<file path="src/rtl/code_nibble_packer_pkg.sv">
// Shared types and constants for the CODE nibble packer.
package codec_pkg;

  localparam int CODE_W       = 4;
  localparam int WORD_W       = 16;
  localparam int NIB_PER_WORD = 4;

  // One packed word as it travels through the FIFO.
  typedef struct packed {
    logic [WORD_W-1:0] data;  // MSB-first nibbles
    logic [2:0]        nib;   // valid nibbles, 1..4
    logic              last;  // produced by a flush
  } packed_word_t;

  // COLLECT: normal accumulation.
  // HOLD: one-cycle marker after a word was dropped because the FIFO was full.
  typedef enum logic {
    ST_COLLECT = 1'b0,
    ST_HOLD    = 1'b1
  } state_t;

endpackage

</file>
<file path="src/rtl/code_nibble_packer_if.sv">
// Bundle of the CODE input stream and the packed-word output stream.
//
// Handshake: the CODE side has no backpressure; a nibble is taken at every
// posedge where code_vld = 1. On the word side a transfer happens at a posedge
// where word_vld && word_rdy; word_vld never depends on word_rdy, and the head
// word stays stable until it is transferred.
interface code_nibble_packer_if #(
  parameter int FIFO_DEPTH = 4
);
  localparam int CNT_W = $clog2(FIFO_DEPTH) + 1;

  logic [3:0]       code_in;
  logic             code_vld;
  logic             flush;
  logic [15:0]      word_out;
  logic [2:0]       word_nib;
  logic             word_last;
  logic             word_vld;
  logic             word_rdy;
  logic [CNT_W-1:0] fill_cnt;
  logic             overflow;

  // Producer/consumer side (environment driving the packer).
  modport master (
    output code_in, code_vld, flush, word_rdy,
    input  word_out, word_nib, word_last, word_vld, fill_cnt, overflow
  );

  // Packer side.
  modport slave (
    input  code_in, code_vld, flush, word_rdy,
    output word_out, word_nib, word_last, word_vld, fill_cnt, overflow
  );

endinterface

</file>
<file path="src/rtl/code_nibble_packer_fifo.sv">
// Synchronous FIFO of packed words. Push and pop on the same edge are both
// honoured; a pop while empty is ignored; a push while full is accepted only
// if a pop frees the slot on that same edge. No bypass: a word pushed into an
// empty FIFO shows on the head the following cycle.
module packer_fifo
  import codec_pkg::*;
#(
  parameter int DEPTH = 4
) (
  input  logic                         clk,
  input  logic                         rst_n,
  input  logic                         push_i,
  input  packed_word_t                 data_i,
  input  logic                         pop_i,
  output packed_word_t                 head_o,
  output logic                         full_o,
  output logic                         empty_o,
  output logic [$clog2(DEPTH):0]       count_o
);

  localparam int PTR_W = $clog2(DEPTH);
  localparam int CNT_W = PTR_W + 1;

  packed_word_t     mem_q [DEPTH];
  logic [PTR_W-1:0] wr_ptr_q, wr_ptr_d;
  logic [PTR_W-1:0] rd_ptr_q, rd_ptr_d;
  logic [CNT_W-1:0] count_q, count_d;
  logic             push_ok;
  logic             pop_ok;

  assign full_o  = (count_q == CNT_W'(DEPTH));
  assign empty_o = (count_q == '0);
  assign count_o = count_q;
  // Head reads as zero while empty so stale entries never show.
  assign head_o  = empty_o ? '0 : mem_q[rd_ptr_q];

  // Accept/advance decisions; pointers wrap naturally since DEPTH is a power of 2.
  always_comb begin
    pop_ok   = pop_i && !empty_o;
    push_ok  = push_i && (!full_o || pop_ok);
    wr_ptr_d = push_ok ? wr_ptr_q + 1'b1 : wr_ptr_q;
    rd_ptr_d = pop_ok  ? rd_ptr_q + 1'b1 : rd_ptr_q;
    count_d  = count_q + CNT_W'(push_ok) - CNT_W'(pop_ok);
  end

  // Storage and pointer registers.
  always_ff @(posedge clk or negedge rst_n) begin
    if (!rst_n) begin
      for (int i = 0; i < DEPTH; i++) mem_q[i] <= '0;
      wr_ptr_q <= '0;
      rd_ptr_q <= '0;
      count_q  <= '0;
    end else begin
      if (push_ok) mem_q[wr_ptr_q] <= data_i;
      wr_ptr_q <= wr_ptr_d;
      rd_ptr_q <= rd_ptr_d;
      count_q  <= count_d;
    end
  end

endmodule

</file>
<file path="src/rtl/code_nibble_packer.sv">
// Packs the 4-bit CODE stream MSB-first into 16-bit words, supports a flush
// that pads and tags a partial word, and buffers words in a small FIFO.
module code_nibble_packer
  import codec_pkg::*;
#(
  parameter int         FIFO_DEPTH = 4,
  parameter logic [3:0] PAD_NIBBLE = 4'h0
) (
  input  logic                        CLK,
  input  logic                        RESET_,
  code_nibble_packer_if.slave         bus,
  output state_t                      dbg_state_o
);

  localparam int CNT_W = $clog2(FIFO_DEPTH) + 1;

  logic [WORD_W-1:0] acc_q, acc_d;
  logic [1:0]        nib_cnt_q, nib_cnt_d;
  logic              overflow_q, overflow_d;
  state_t            state_q, state_d;

  logic [WORD_W-1:0] acc_with;
  logic [2:0]        k_after;
  logic              complete;
  logic              flush_push;
  logic              push_req;
  logic              drop;
  packed_word_t      push_word;
  packed_word_t      head;
  logic              fifo_full;
  logic              fifo_empty;
  logic [CNT_W-1:0]  fifo_count;

  // Fold in this cycle's nibble and build the word that would be pushed.
  always_comb begin
    acc_with = acc_q;
    for (int i = 0; i < NIB_PER_WORD; i++) begin
      if (bus.code_vld && (i == int'(nib_cnt_q)))
        acc_with[WORD_W-1-CODE_W*i -: CODE_W] = bus.code_in;
    end
    k_after    = {1'b0, nib_cnt_q} + {2'b00, bus.code_vld};
    complete   = bus.code_vld && (nib_cnt_q == 2'd3);
    // A flush only matters for a non-empty partial word; a word completed on
    // the same edge already closes itself.
    flush_push = bus.flush && !complete && (k_after != 3'd0);
    push_req   = complete || flush_push;
    push_word  = '0;
    for (int i = 0; i < NIB_PER_WORD; i++) begin
      if (i < int'(k_after))
        push_word.data[WORD_W-1-CODE_W*i -: CODE_W] = acc_with[WORD_W-1-CODE_W*i -: CODE_W];
      else
        push_word.data[WORD_W-1-CODE_W*i -: CODE_W] = PAD_NIBBLE;
    end
    push_word.nib  = k_after;
    push_word.last = flush_push;
    // Full FIFO only frees a slot if the consumer pops on this edge.
    drop = push_req && fifo_full && !bus.word_rdy;
  end

  // Next-state logic: FSM, counter, accumulator and sticky overflow.
  always_comb begin
    state_d    = state_q;
    nib_cnt_d  = nib_cnt_q;
    acc_d      = acc_q;
    overflow_d = overflow_q;
    case (state_q)
      ST_COLLECT: if (drop) state_d = ST_HOLD;
      ST_HOLD:    state_d = drop ? ST_HOLD : ST_COLLECT;
      default:    state_d = ST_COLLECT;
    endcase
    if (push_req)          nib_cnt_d = 2'd0;
    else if (bus.code_vld) nib_cnt_d = nib_cnt_q + 2'd1;
    // Slots beyond the valid count are masked when a word is built, so the
    // accumulator never needs clearing between words.
    acc_d = acc_with;
    if (drop) overflow_d = 1'b1;
  end

  // State registers.
  always_ff @(posedge CLK or negedge RESET_) begin
    if (!RESET_) begin
      state_q    <= ST_COLLECT;
      nib_cnt_q  <= 2'd0;
      acc_q      <= '0;
      overflow_q <= 1'b0;
    end else begin
      state_q    <= state_d;
      nib_cnt_q  <= nib_cnt_d;
      acc_q      <= acc_d;
      overflow_q <= overflow_d;
    end
  end

  packer_fifo #(
    .DEPTH (FIFO_DEPTH)
  ) u_fifo (
    .clk     (CLK),
    .rst_n   (RESET_),
    .push_i  (push_req),
    .data_i  (push_word),
    .pop_i   (bus.word_rdy),
    .head_o  (head),
    .full_o  (fifo_full),
    .empty_o (fifo_empty),
    .count_o (fifo_count)
  );

  assign bus.word_out  = head.data;
  assign bus.word_nib  = head.nib;
  assign bus.word_last = head.last;
  assign bus.word_vld  = !fifo_empty;
  assign bus.fill_cnt  = fifo_count;
  assign bus.overflow  = overflow_q;
  assign dbg_state_o   = state_q;

endmodule
</file>
<file path="src/flat_wrapper.sv">
// flat-port wrapper written by rule: the top's interface ports become plain ports
module code_nibble_packer_flat import codec_pkg::*;
#(
  parameter int         FIFO_DEPTH = 4,
  parameter logic [3:0] PAD_NIBBLE = 4'h0
)
  (CLK, RESET_, dbg_state_o, bus_code_in, bus_code_vld, bus_flush, bus_word_rdy, bus_word_out, bus_word_nib, bus_word_last, bus_word_vld, bus_fill_cnt, bus_overflow);
  code_nibble_packer_if #(.FIFO_DEPTH(FIFO_DEPTH)) bus_i ();
  input  logic CLK;
  input  logic RESET_;
  output state_t dbg_state_o;
  input wire logic [$bits(bus_i.code_in)-1:0] bus_code_in;
  input wire logic [$bits(bus_i.code_vld)-1:0] bus_code_vld;
  input wire logic [$bits(bus_i.flush)-1:0] bus_flush;
  input wire logic [$bits(bus_i.word_rdy)-1:0] bus_word_rdy;
  output wire logic [$bits(bus_i.word_out)-1:0] bus_word_out;
  output wire logic [$bits(bus_i.word_nib)-1:0] bus_word_nib;
  output wire logic [$bits(bus_i.word_last)-1:0] bus_word_last;
  output wire logic [$bits(bus_i.word_vld)-1:0] bus_word_vld;
  output wire logic [$bits(bus_i.fill_cnt)-1:0] bus_fill_cnt;
  output wire logic [$bits(bus_i.overflow)-1:0] bus_overflow;
  assign bus_i.code_in = bus_code_in;
  assign bus_i.code_vld = bus_code_vld;
  assign bus_i.flush = bus_flush;
  assign bus_i.word_rdy = bus_word_rdy;
  assign bus_word_out = bus_i.word_out;
  assign bus_word_nib = bus_i.word_nib;
  assign bus_word_last = bus_i.word_last;
  assign bus_word_vld = bus_i.word_vld;
  assign bus_fill_cnt = bus_i.fill_cnt;
  assign bus_overflow = bus_i.overflow;
  code_nibble_packer #(.FIFO_DEPTH(FIFO_DEPTH), .PAD_NIBBLE(PAD_NIBBLE)) u_core (.CLK(CLK), .RESET_(RESET_), .bus(bus_i), .dbg_state_o(dbg_state_o));
endmodule
</file>
<file path="config.mk">
export PLATFORM = sky130hd
export DESIGN_NAME = code_nibble_packer_flat
export DESIGN_NICKNAME = d
export VERILOG_FILES = /design/src/rtl/code_nibble_packer_pkg.sv /design/src/rtl/code_nibble_packer_if.sv /design/src/rtl/code_nibble_packer_fifo.sv /design/src/rtl/code_nibble_packer.sv /design/src/flat_wrapper.sv
export SDC_FILE = /design/constraint.sdc
export NUM_CORES = 1
export LEC_CHECK = 0
export CAP_MARGIN = 20
export CELL_PAD_IN_SITES_DETAIL_PLACEMENT = 1
export CELL_PAD_IN_SITES_GLOBAL_PLACEMENT = 1
export CORE_ASPECT_RATIO = 0.6
export CORE_MARGIN = 1.5
export CORE_UTILIZATION = 44
export DETAILED_ROUTE_END_ITERATION = 7
export GPL_ROUTABILITY_DRIVEN = 1
export PLACE_DENSITY_LB_ADDON = 0.05
export SETUP_SLACK_MARGIN = 0.05
export SLEW_MARGIN = 20
export SYNTH_ARGS = -nofsm -noshare
export SYNTH_HDL_FRONTEND = slang
export SYNTH_SLANG_ARGS = --single-unit
</file>
<file path="constraint.sdc">
create_clock -name CLK -period 2.8 [get_ports CLK]
set_input_delay 0.56 -clock CLK [delete_from_list [all_inputs] [get_ports CLK]]
set_output_delay 0.56 -clock CLK [all_outputs]
set_load 0.05 [all_outputs]
</file>
==> impl_metrics.ini, run 1 <==
[pwr]
p_sw_mw = 3.36
seq_power_share = 0.308
p_leak_nw = 3.02
comb_power_share = 0.524
swShare = 0.404
ir_drop_mv = 0.596
fin_total_pwr_mw = 8.33
power.share.clock = 0.168
p_int_mw = 4.97
p_per_area_nw_per_um2 = 1270

[floorplanning]
die_area_um2 = 13000
die_w_um = 146
start_util = 0.449
die_y_um = 88.8
num_rows = 31
coreArea_um2 = 12000
ios = 35

[setup_path]
crit_fanout = 3
crit_path_top_delay_cell = clkdlybuf4s50_1
cp-start-kind = primary input
worstPathArrival_ps = 2910
cpMostUsedCell = inv_1
critPathRequiredTime_ps = 3040
path_class = in2reg
path_cells = clkdlybuf4s50_1, ha_2, inv_1, ha_4, o31ai_4, a21oi_2, inv_1, ha_1, inv_1, ha_1, fa_1, xnor2_1
slowest_delay_ps = 500
crit_path_end_kind = flop
reg2reg_depth = 11

[detailed_routing]
drcViolationCount = 0
highest_layer = met4
dr_total_vias = 3337
first_iter_violations = 144
drt-wirelength-per-cell_um = 20.2
wirelength_mm = 13.2
dr.pass1.iters = 4
met3_length_um = 266
ant_nets = 0
wl_met2_mm = 6.00
via_per_inst = 5.12
wl_met1_mm = 6.77

[job]
cap_violations = 0

[placed_design]
io_buffers = 34
dp.final_hpwl_mm = 8.93
pre_cts_slack_ps = -612
finalWeightedCongestion = 0.748
placed_cell_area_um2 = 6090

[sta]
fmax_mhz = 374
worst_slew_pin_slew_ps = 692
holdWs_ps = 170
setup_viol = 0
period_minus_slack_ps = 2680
slew_headroom = 0.534
skew_ps = 8.84
rsz0062_at_grt = false
timing.final.ws_setup_ps = 125
period_share = 0.955
slew_viol_final = 0
hold_viol_final = 0

[synthesis]
synthCells = 414
syn_avg_cell_area_um2 = 13.0
synth_cell_types = 32
synthFlopType = dfrtp_1
synth_top_area_frac = 0.496
yosys_register_bits = 107
async_reset_ff_frac = 1.00
synth_commonest_cells = dfrtp_1 (107), inv_1 (62), mux2i_1 (49), mux2_4 (32), and2_1 (22)
yosysWarnings = 0
synth_edf_count = 0
synth_top_area_cell = dfrtp_1
synth_most_common_cell = dfrtp_1
synth_area_leaders = dfrtp_1 (50%), mux2i_1 (9.1%), mux2_4 (8.9%)
syn_nets = 437
seq_area_frac_synth = 0.496
netlist_area_um2 = 5400

[clock_tree]
root_buffer = clkbuf_16
numCtsBuffers = 9
clk_path_buf_depth = 2
h-tree-depth = 3
cts_sinks = 107
cts_tree = yes
clkTransAtPathRegs_ps = 80
hold_buffers = 0
clk_latency_ps = 350

[grt]
grt-ovfl-total = 0
grt_pass1_wl_mm = 20.9
grt_pass1_vias = 3521
grt_max_degree = 49
track_usage = 0.219
antenna_found_initial = 0

[cells_and_area]
finish.instance_area_um2 = 6570
num_antenna_cells = 0
fill_cells = 1211
area_growth_pct = 21.7
finalNetCount = 505
drive_above_1_share = 0.324
finish.utilization = 0.547

[status]
status = finished, final reports clean

[min_path]
hp-class = in2async
## worst paths after layout
check | startpoint | to | slack, ps
hold / removal | RESET_ | u_core.u_fifo.mem_q[53] | 170
min in group CLK | u_core.bus.overflow | u_core.bus.overflow | 470
setup reg to reg | u_core.nib_cnt_q[0] | u_core.u_fifo.count_o[2] | 450
max in group asynchronous | RESET_ | u_core.acc_q[1] | 1890
setup / recovery | bus_code_vld | u_core.u_fifo.count_o[2] | 120
hold reg to reg | u_core.bus.overflow | u_core.bus.overflow | 470
## through the flow
stage	std cells	TNS (ps)
after detailed placement	623	-38110
final	652	0
after global placement	623	-31620
after global routing	652	0
after floorplan	414	0
after CTS	651	0
## cell families (layout without fill, tap and decap cells)
| kind of cell | after synthesis | in the layout | synth area share |
|---|---|---|---|
| flip-flops | 107 | 107 | 0.496 |
| multiplexers | 102 | 102 | 0.265 |
| buffers and inverters | 82 | 155 | 0.0672 |
| AND/OR/NAND/NOR | 63 | 63 | 0.0713 |
| AO/OA/AOI/OAI | 40 | 40 | 0.0572 |
| adder cells (fa/ha/maj) | 14 | 14 | 0.0338 |
| XOR/XNOR | 6 | 6 | 0.00973 |
## critical path: cells and delay by family
family | cells | cell delay [ps]
adders and majority gates | 5 | 1120
buffers and inverters | 4 | 680
AOI/OAI and AO/OA | 2 | 420
xor gates and xnor gates | 1 | 140
## power groups by stage
stage | registers [mW] | logic [mW] | clock network, mW
after detailed placement | 2.58 | 4.24 | 0
after global routing | 2.64 | 4.67 | 1.48
final | 2.57 | 4.36 | 1.40
after global placement | 2.54 | 4.12 | 0
after floorplan | 2.56 | 2.91 | 0
after CTS | 2.56 | 4.36 | 1.44
## per-layer routing
metal,vias to the layer above,GRT usage
li1,1531,-
met1,1763,0.318
met2,33,0.343
met3,10,0.0381
met4,0,0.0579
met5,-,0
## sequential cells by signal, summed over array words and instances, names as in the netlist
register / count
u_core.acc_q: 16
u_core.u_fifo.mem_q: 80
u_core.u_fifo.count_o: 3
u_core.bus.overflow: 1
u_core.u_fifo.wr_ptr_q: 2
u_core.dbg_state_o: 1
u_core.u_fifo.rd_ptr_q: 2
u_core.nib_cnt_q: 2
## cells in the final DEF, fill, tap and decap left out, types with 3 or more instances in the layout
cell type          n
dfrtp_1          107
inv_1             62
buf_4             56
mux2i_1           49
mux2_4            32
and2_1            22
mux4_2            20
and3_1            12
a21boi_0          12
or2_2             12
clkdlybuf4s50_1   12
ha_1              11
clkbuf_16          9
buf_12             9
o21ai_0            8
nand2_1            6
nand3_1            5
a21oi_1            5
a21bo_2            4
xnor2_1            4
o211ai_1           4
a211oi_4           4
clkinvlp_4         3
## cell type report
cell class / instances / area [um^2] / area share
clock buffer: 9 / 225 / 0.0343
clock inverter: 7 / 100 / 0.0152
inverter: 62 / 233 / 0.0354
multi-input combinational: 225 / 2410 / 0.367
sequential: 107 / 2680 / 0.407
tap: 165 / 206 / 0.0314
timing repair buffer: 77 / 721 / 0.110
## repair_timing
action | 4_1_cts | 5_1_grt
pin swaps | 5 | 2
endpoints found under the setup margin | 82 | 2
buffers inserted | 12 | 1
resized for setup | 0 | 3
No activity file was read; power rests on OpenSTA's default activity.
==> inputs of run 2 (changes only) <==
--- a/config.mk
+++ b/config.mk
@@ -9,11 +9,11 @@
 export CELL_PAD_IN_SITES_DETAIL_PLACEMENT = 1
 export CELL_PAD_IN_SITES_GLOBAL_PLACEMENT = 1
 export CORE_ASPECT_RATIO = 0.6
-export CORE_MARGIN = 1.5
+export CORE_MARGIN = 2
 export CORE_UTILIZATION = 44
 export DETAILED_ROUTE_END_ITERATION = 7
 export GPL_ROUTABILITY_DRIVEN = 1
-export PLACE_DENSITY_LB_ADDON = 0.05
+export PLACE_DENSITY = 0.85
 export SETUP_SLACK_MARGIN = 0.05
 export SLEW_MARGIN = 20
 export SYNTH_ARGS = -nofsm -noshare
==> constraint.sdc (replaced) <==
create_clock -name CLK -period 2.2 [get_ports CLK]
set_input_delay 0.44 -clock CLK [delete_from_list [all_inputs] [get_ports CLK]]
set_output_delay 0.44 -clock CLK [all_outputs]
set_load 0.05 [all_outputs]
==> impl_metrics.ini, run 2 (synthesis results as in run 1) <==
[sta]
slew_viol_final = 0
setup_viol = 20
rsz0062_at_grt = true
timing.final.ws_setup_ps = -150
period_share = 1.07
fin_tns_setup_ps = -2070
worst_slew_pin_slew_ps = 518
period_minus_slack_ps = 2350
skew_ps = 3.71
hold_viol_final = 0
fmax_mhz = 425
slew_headroom = 0.654

[setup_path]
r2r_slack_ps = -130
r2r-end = u_core.u_fifo.count_o[1]
crit_path_top_delay_cell = mux4_2
critPathRequiredTime_ps = 1760
reg2reg_depth = 10
reg2reg_from = u_core.nib_cnt_q[0]
path_cells = buf_4, clkbuf_16, mux4_2, and2_4, buf_6
startpoint = u_core.u_fifo.rd_ptr_q[0]
worstPathArrival_ps = 1910
endpoint = bus_word_out[5]
slowest_delay_ps = 510
crit_fanout = 4
crit_path_end_kind = output port
cp-start-kind = flop
path_class = reg2out

[floorplanning]
start_util = 0.449
ios = 35
coreArea_um2 = 12000
die_w_um = 147
num_rows = 31
die_area_um2 = 13200
die_y_um = 89.8

[detailed_routing]
via_per_inst = 5.25
ant_nets = 0
drcViolationCount = 0
dr.pass1.iters = 4
drt-wirelength-per-cell_um = 21.2
first_iter_violations = 137
wirelength_mm = 14.2
dr_total_vias = 3523

[clock_tree]
clk_latency_ps = 350
clkTransAtPathRegs_ps = 70
cts_sinks = 107
root_buffer = clkbuf_16
h-tree-depth = 3
clk_path_buf_depth = 2
cts_tree = yes
numCtsBuffers = 9

[job]
cap_violations = 0

[grt]
grt_max_degree = 62
track_usage = 0.225
antenna_found_initial = 0
grt_pass1_vias = 4073
grt-ovfl-total = 0
grt_pass1_wl_mm = 22.6

[pwr]
comb_power_share = 0.575
p_per_area_nw_per_um2 = 1650
p_sw_mw = 4.59
p_leak_nw = 3.22
swShare = 0.396
p_int_mw = 6.99
ir_drop_mv = 0.838
seq_power_share = 0.281
power.share.clock = 0.144

[cells_and_area]
area_growth_pct = 29.9
layout_common_cells = dfrtp_1 (103), inv_1 (60), mux2i_1 (49)
num_antenna_cells = 0
drive_above_1_share = 0.405
regMostFlops = u_core.u_fifo.mem_q
largest_reg_flops = 80
finalNetCount = 524
fill_cells = 1168
final_common_cell = dfrtp_1

[status]
violations = setup timing
status = finished, violations left

[min_path]
hp-class = reg2reg
min_from = u_core.bus.overflow

[placed_design]
finalWeightedCongestion = 0.794
io_buffers = 34
dp.final_hpwl_mm = 9.50
pre_cts_slack_ps = -685
==> run 2: cell count changes in the layout (fill, tap and decap cells not counted), moves of 7 or more <==
| cell | before | now |
|---|---|---|
| buf_8 | 0 | 7 |
| buf_4 | 56 | 39 |
| buf_6 | 0 | 23 |
| and2_1 | 22 | 2 |
| and2_4 | 0 | 20 |
==> run 2: area by class of cell <==
class	instances	area [um^2]	share of cell area
multi-input cells	225	2510	0.358
inverters	62	233	0.0332
clock inverters	6	73.8	0.0105
clock buffers	10	229	0.0326
well taps	165	206	0.0294
flip-flops and latches	107	2680	0.382
repair buffers	96	1080	0.154
==> run 2: metal layers <==
layer	vias to the layer above	global-route usage	share of wire
met1	1868	0.309	0.45
met4	0	0.0537	0.014
met3	17	0.0472	0.033
met5	-	0	0
li1	1572	-	-
met2	66	0.369	0.50
==> run 2: worst min-delay path by stage <==
stage | to | slack (ps) | cells after the start
2_1_floorplan | u_core.acc_q[0] | 140 | 0
3_3_place_gp | u_core.u_fifo.mem_q[66] | 330 | 1
3_5_place_dp | u_core.u_fifo.mem_q[66] | 340 | 1
4_1_cts | u_core.bus.overflow | 480 | 1
5_1_grt | u_core.u_fifo.mem_q[66] | 520 | 2
6_report | u_core.bus.overflow | 470 | 1
==> run 2: worst max-delay path, delay by kind of cell, from the launching register on <==
| family | cells | cell delay (ps) |
|---|---|---|
| buffers and inverters | 3 | 440 |
| flip-flops | 1 | 420 |
| AND/OR/NAND/NOR | 1 | 180 |
| multiplexers | 1 | 510 |
==> run 2: repair_timing <==
action,in CTS,in global routing
gates resized for setup,36,32
setup endpoints to repair,100,88
hold endpoints to repair,18,0
setup buffers,1,9
hold buffers,1,0
cloned,1,2
pin swaps,2,8
==> run 2: power by group through the flow <==
stage                     Clock, mW  Sequential, mW  Combinational, mW
after floorplan                   0            3.26               3.78
after global placement            0            3.19               5.57
after detailed placement          0            3.26               5.84
after CTS                      1.71            3.25               6.29
after global routing           1.79            3.34               7.09
final                          1.67            3.25               6.67
==> run 2: through the flow <==
step / utilization / power, mW / hold WS, ps / instances / instance area (um^2)
floorplan: - / 7.05 / 144 / 414 / 5460
global placement: 0.529 / 8.76 / 333 / 643 / 6360
detailed placement: 0.529 / 9.10 / 337 / 643 / 6360
CTS: 0.568 / 11.3 / 477 / 662 / 6830
global route: 0.584 / 12.2 / 518 / 671 / 7020
finish: 0.584 / 11.6 / 473 / 671 / 7020
==> inputs of run 3 (changes only) <==
--- a/config.mk
+++ b/config.mk
@@ -13,6 +13,7 @@
 export CORE_UTILIZATION = 44
 export DETAILED_ROUTE_END_ITERATION = 7
 export GPL_ROUTABILITY_DRIVEN = 1
+export GPL_TIMING_DRIVEN = 0
 export PLACE_DENSITY = 0.85
 export SETUP_SLACK_MARGIN = 0.05
 export SLEW_MARGIN = 20
==> impl_metrics.ini, run 3 (synthesis results as in run 1) <==
[status]
status = finished, violations left
violations = setup timing

[clock_tree]
cts_tree = yes
cts_sinks = 107
h-tree-depth = 3
root_buffer = clkbuf_16
clk_latency_ps = 350
clkTransAtPathRegs_ps = 70
clk_path_buf_depth = 2
numCtsBuffers = 9

[sta]
skew_ps = 4.91
period_share = 1.05
worst_slew_pin_slew_ps = 645
hold_viol_final = 0
fmax_mhz = 434
timing.final.ws_setup_ps = -104
fin_tns_setup_ps = -1440
rsz0062_at_grt = true
setup_viol = 19
period_minus_slack_ps = 2300
slew_viol_final = 0
slew_headroom = 0.568

[floorplanning]
die_w_um = 147
start_util = 0.449
die_area_um2 = 13200
die_y_um = 89.8
coreArea_um2 = 12000
ios = 35
num_rows = 31

[detailed_routing]
first_iter_violations = 147
via_per_inst = 5.29
drcViolationCount = 0
dr.pass1.iters = 4
dr_total_vias = 3448
wirelength_mm = 14.6
drt-wirelength-per-cell_um = 22.3
ant_nets = 0

[setup_path]
crit_path_end_kind = output port
worstPathArrival_ps = 1860
critPathRequiredTime_ps = 1760
crit_fanout = 5
cp-start-kind = flop
path_class = reg2out

[cells_and_area]
regMostFlops = u_core.u_fifo.mem_q
area_growth_pct = 27.1
finish.instance_area_um2 = 6870
layout_common_cells = dfrtp_1 (102), inv_1 (59), mux2i_1 (49)
fill_cells = 1184
drive_above_1_share = 0.388
finish.utilization = 0.571
largest_reg_flops = 80
num_antenna_cells = 0
finalNetCount = 505
final_common_cell = dfrtp_1

[pwr]
p_per_area_nw_per_um2 = 1710
ir_drop_mv = 1.18
p_leak_nw = 3.15

[placed_design]
pre_cts_slack_ps = -998
finalWeightedCongestion = 0.851
dp.final_hpwl_mm = 9.15
placed_cell_area_um2 = 6030
io_buffers = 34

[min_path]
hp-class = reg2reg

[grt]
grt_max_degree = 84
grt_pass1_wl_mm = 23.2
track_usage = 0.232
grt_pass1_vias = 4020
grt-ovfl-total = 0
antenna_found_initial = 0

[job]
cap_violations = 0
run 3: cell count changes in the layout (fill, tap and decap cells not counted), sizes merged:
cell    previous run  this run
bufinv             1         4
clkinv             3         2
inv               64        63
buf               81        58
clkbuf            12        15
run 3: final timing paths:
check                                               start                   endpoint  slack [ps]  cells past startpoint
worst max-delay path            u_core.u_fifo.rd_ptr_q[0]            bus_word_nib[2]        -100                      5
worst min-delay path                  u_core.bus.overflow        u_core.bus.overflow         490                      1
worst max register to register        u_core.nib_cnt_q[0]   u_core.u_fifo.count_o[1]         -90                     10
worst min register to register        u_core.bus.overflow        u_core.bus.overflow         490                      1
max in group asynchronous                          RESET_  u_core.u_fifo.rd_ptr_q[0]         940                      3
min in group asynchronous                          RESET_    u_core.u_fifo.mem_q[66]         520                      2
run 3: layout make-up:
type | count | area [um^2] | share of cell area
Clock buffer | 9 | 225 | 0.0328
Buffer | 20 | 194 | 0.0282
Multi-Input combinational cell | 225 | 2500 | 0.364
Tap cell | 165 | 206 | 0.0301
Inverter | 62 | 233 | 0.0339
Timing Repair Buffer | 57 | 684 | 0.0997
Sequential cell | 107 | 2680 | 0.391
Clock inverter | 7 | 139 | 0.0202
run 3: worst max-delay path, stage by stage (launching register included):
cell	delay [ps]
dfrtp_2	400
buf_12	150
buf_12	140
mux4_2	520
and2_4	160
buf_6	140
run 3: timing repair:
action / in CTS / in global routing
hold endpoints to repair: 24 / 0
buffers inserted: 10 / 9
gates resized for setup: 200 / 33
setup endpoints to repair: 105 / 87
hold buffers: 1 / 0
gates cloned: 2 / 1
pin swaps: 12 / 16
run 3: power breakdown:
group	switching, mW	total (mW)	leakage, nW	internal [mW]
Combinational	3.33	6.48	1.58	3.15
Sequential	0.477	3.27	1.39	2.79
Clock	0.746	1.97	0.180	1.23
Total	4.56	11.7	3.15	7.17
run 3: metrics by stage:
| stage | std cells | hold slack [ps] | power, mW |
|---|---|---|---|
| after global placement | 613 | 464 | 8.31 |
| after floorplan | 414 | 144 | 7.05 |
| after global routing | 652 | 508 | 12.3 |
| after CTS | 643 | 489 | 11.5 |
| after detailed placement | 614 | 315 | 8.62 |
| final | 652 | 490 | 11.7 |
run 3: routing by layer:
layer  up-vias  wire length [um]  share of wire  global-route usage
li1       1535                 -              -                   -
met1      1833              6670           0.46               0.316
met2        65              7130           0.49               0.384
met3        15               579          0.040              0.0472
met4         0               170          0.012              0.0601
met5         -                 0              0                   0
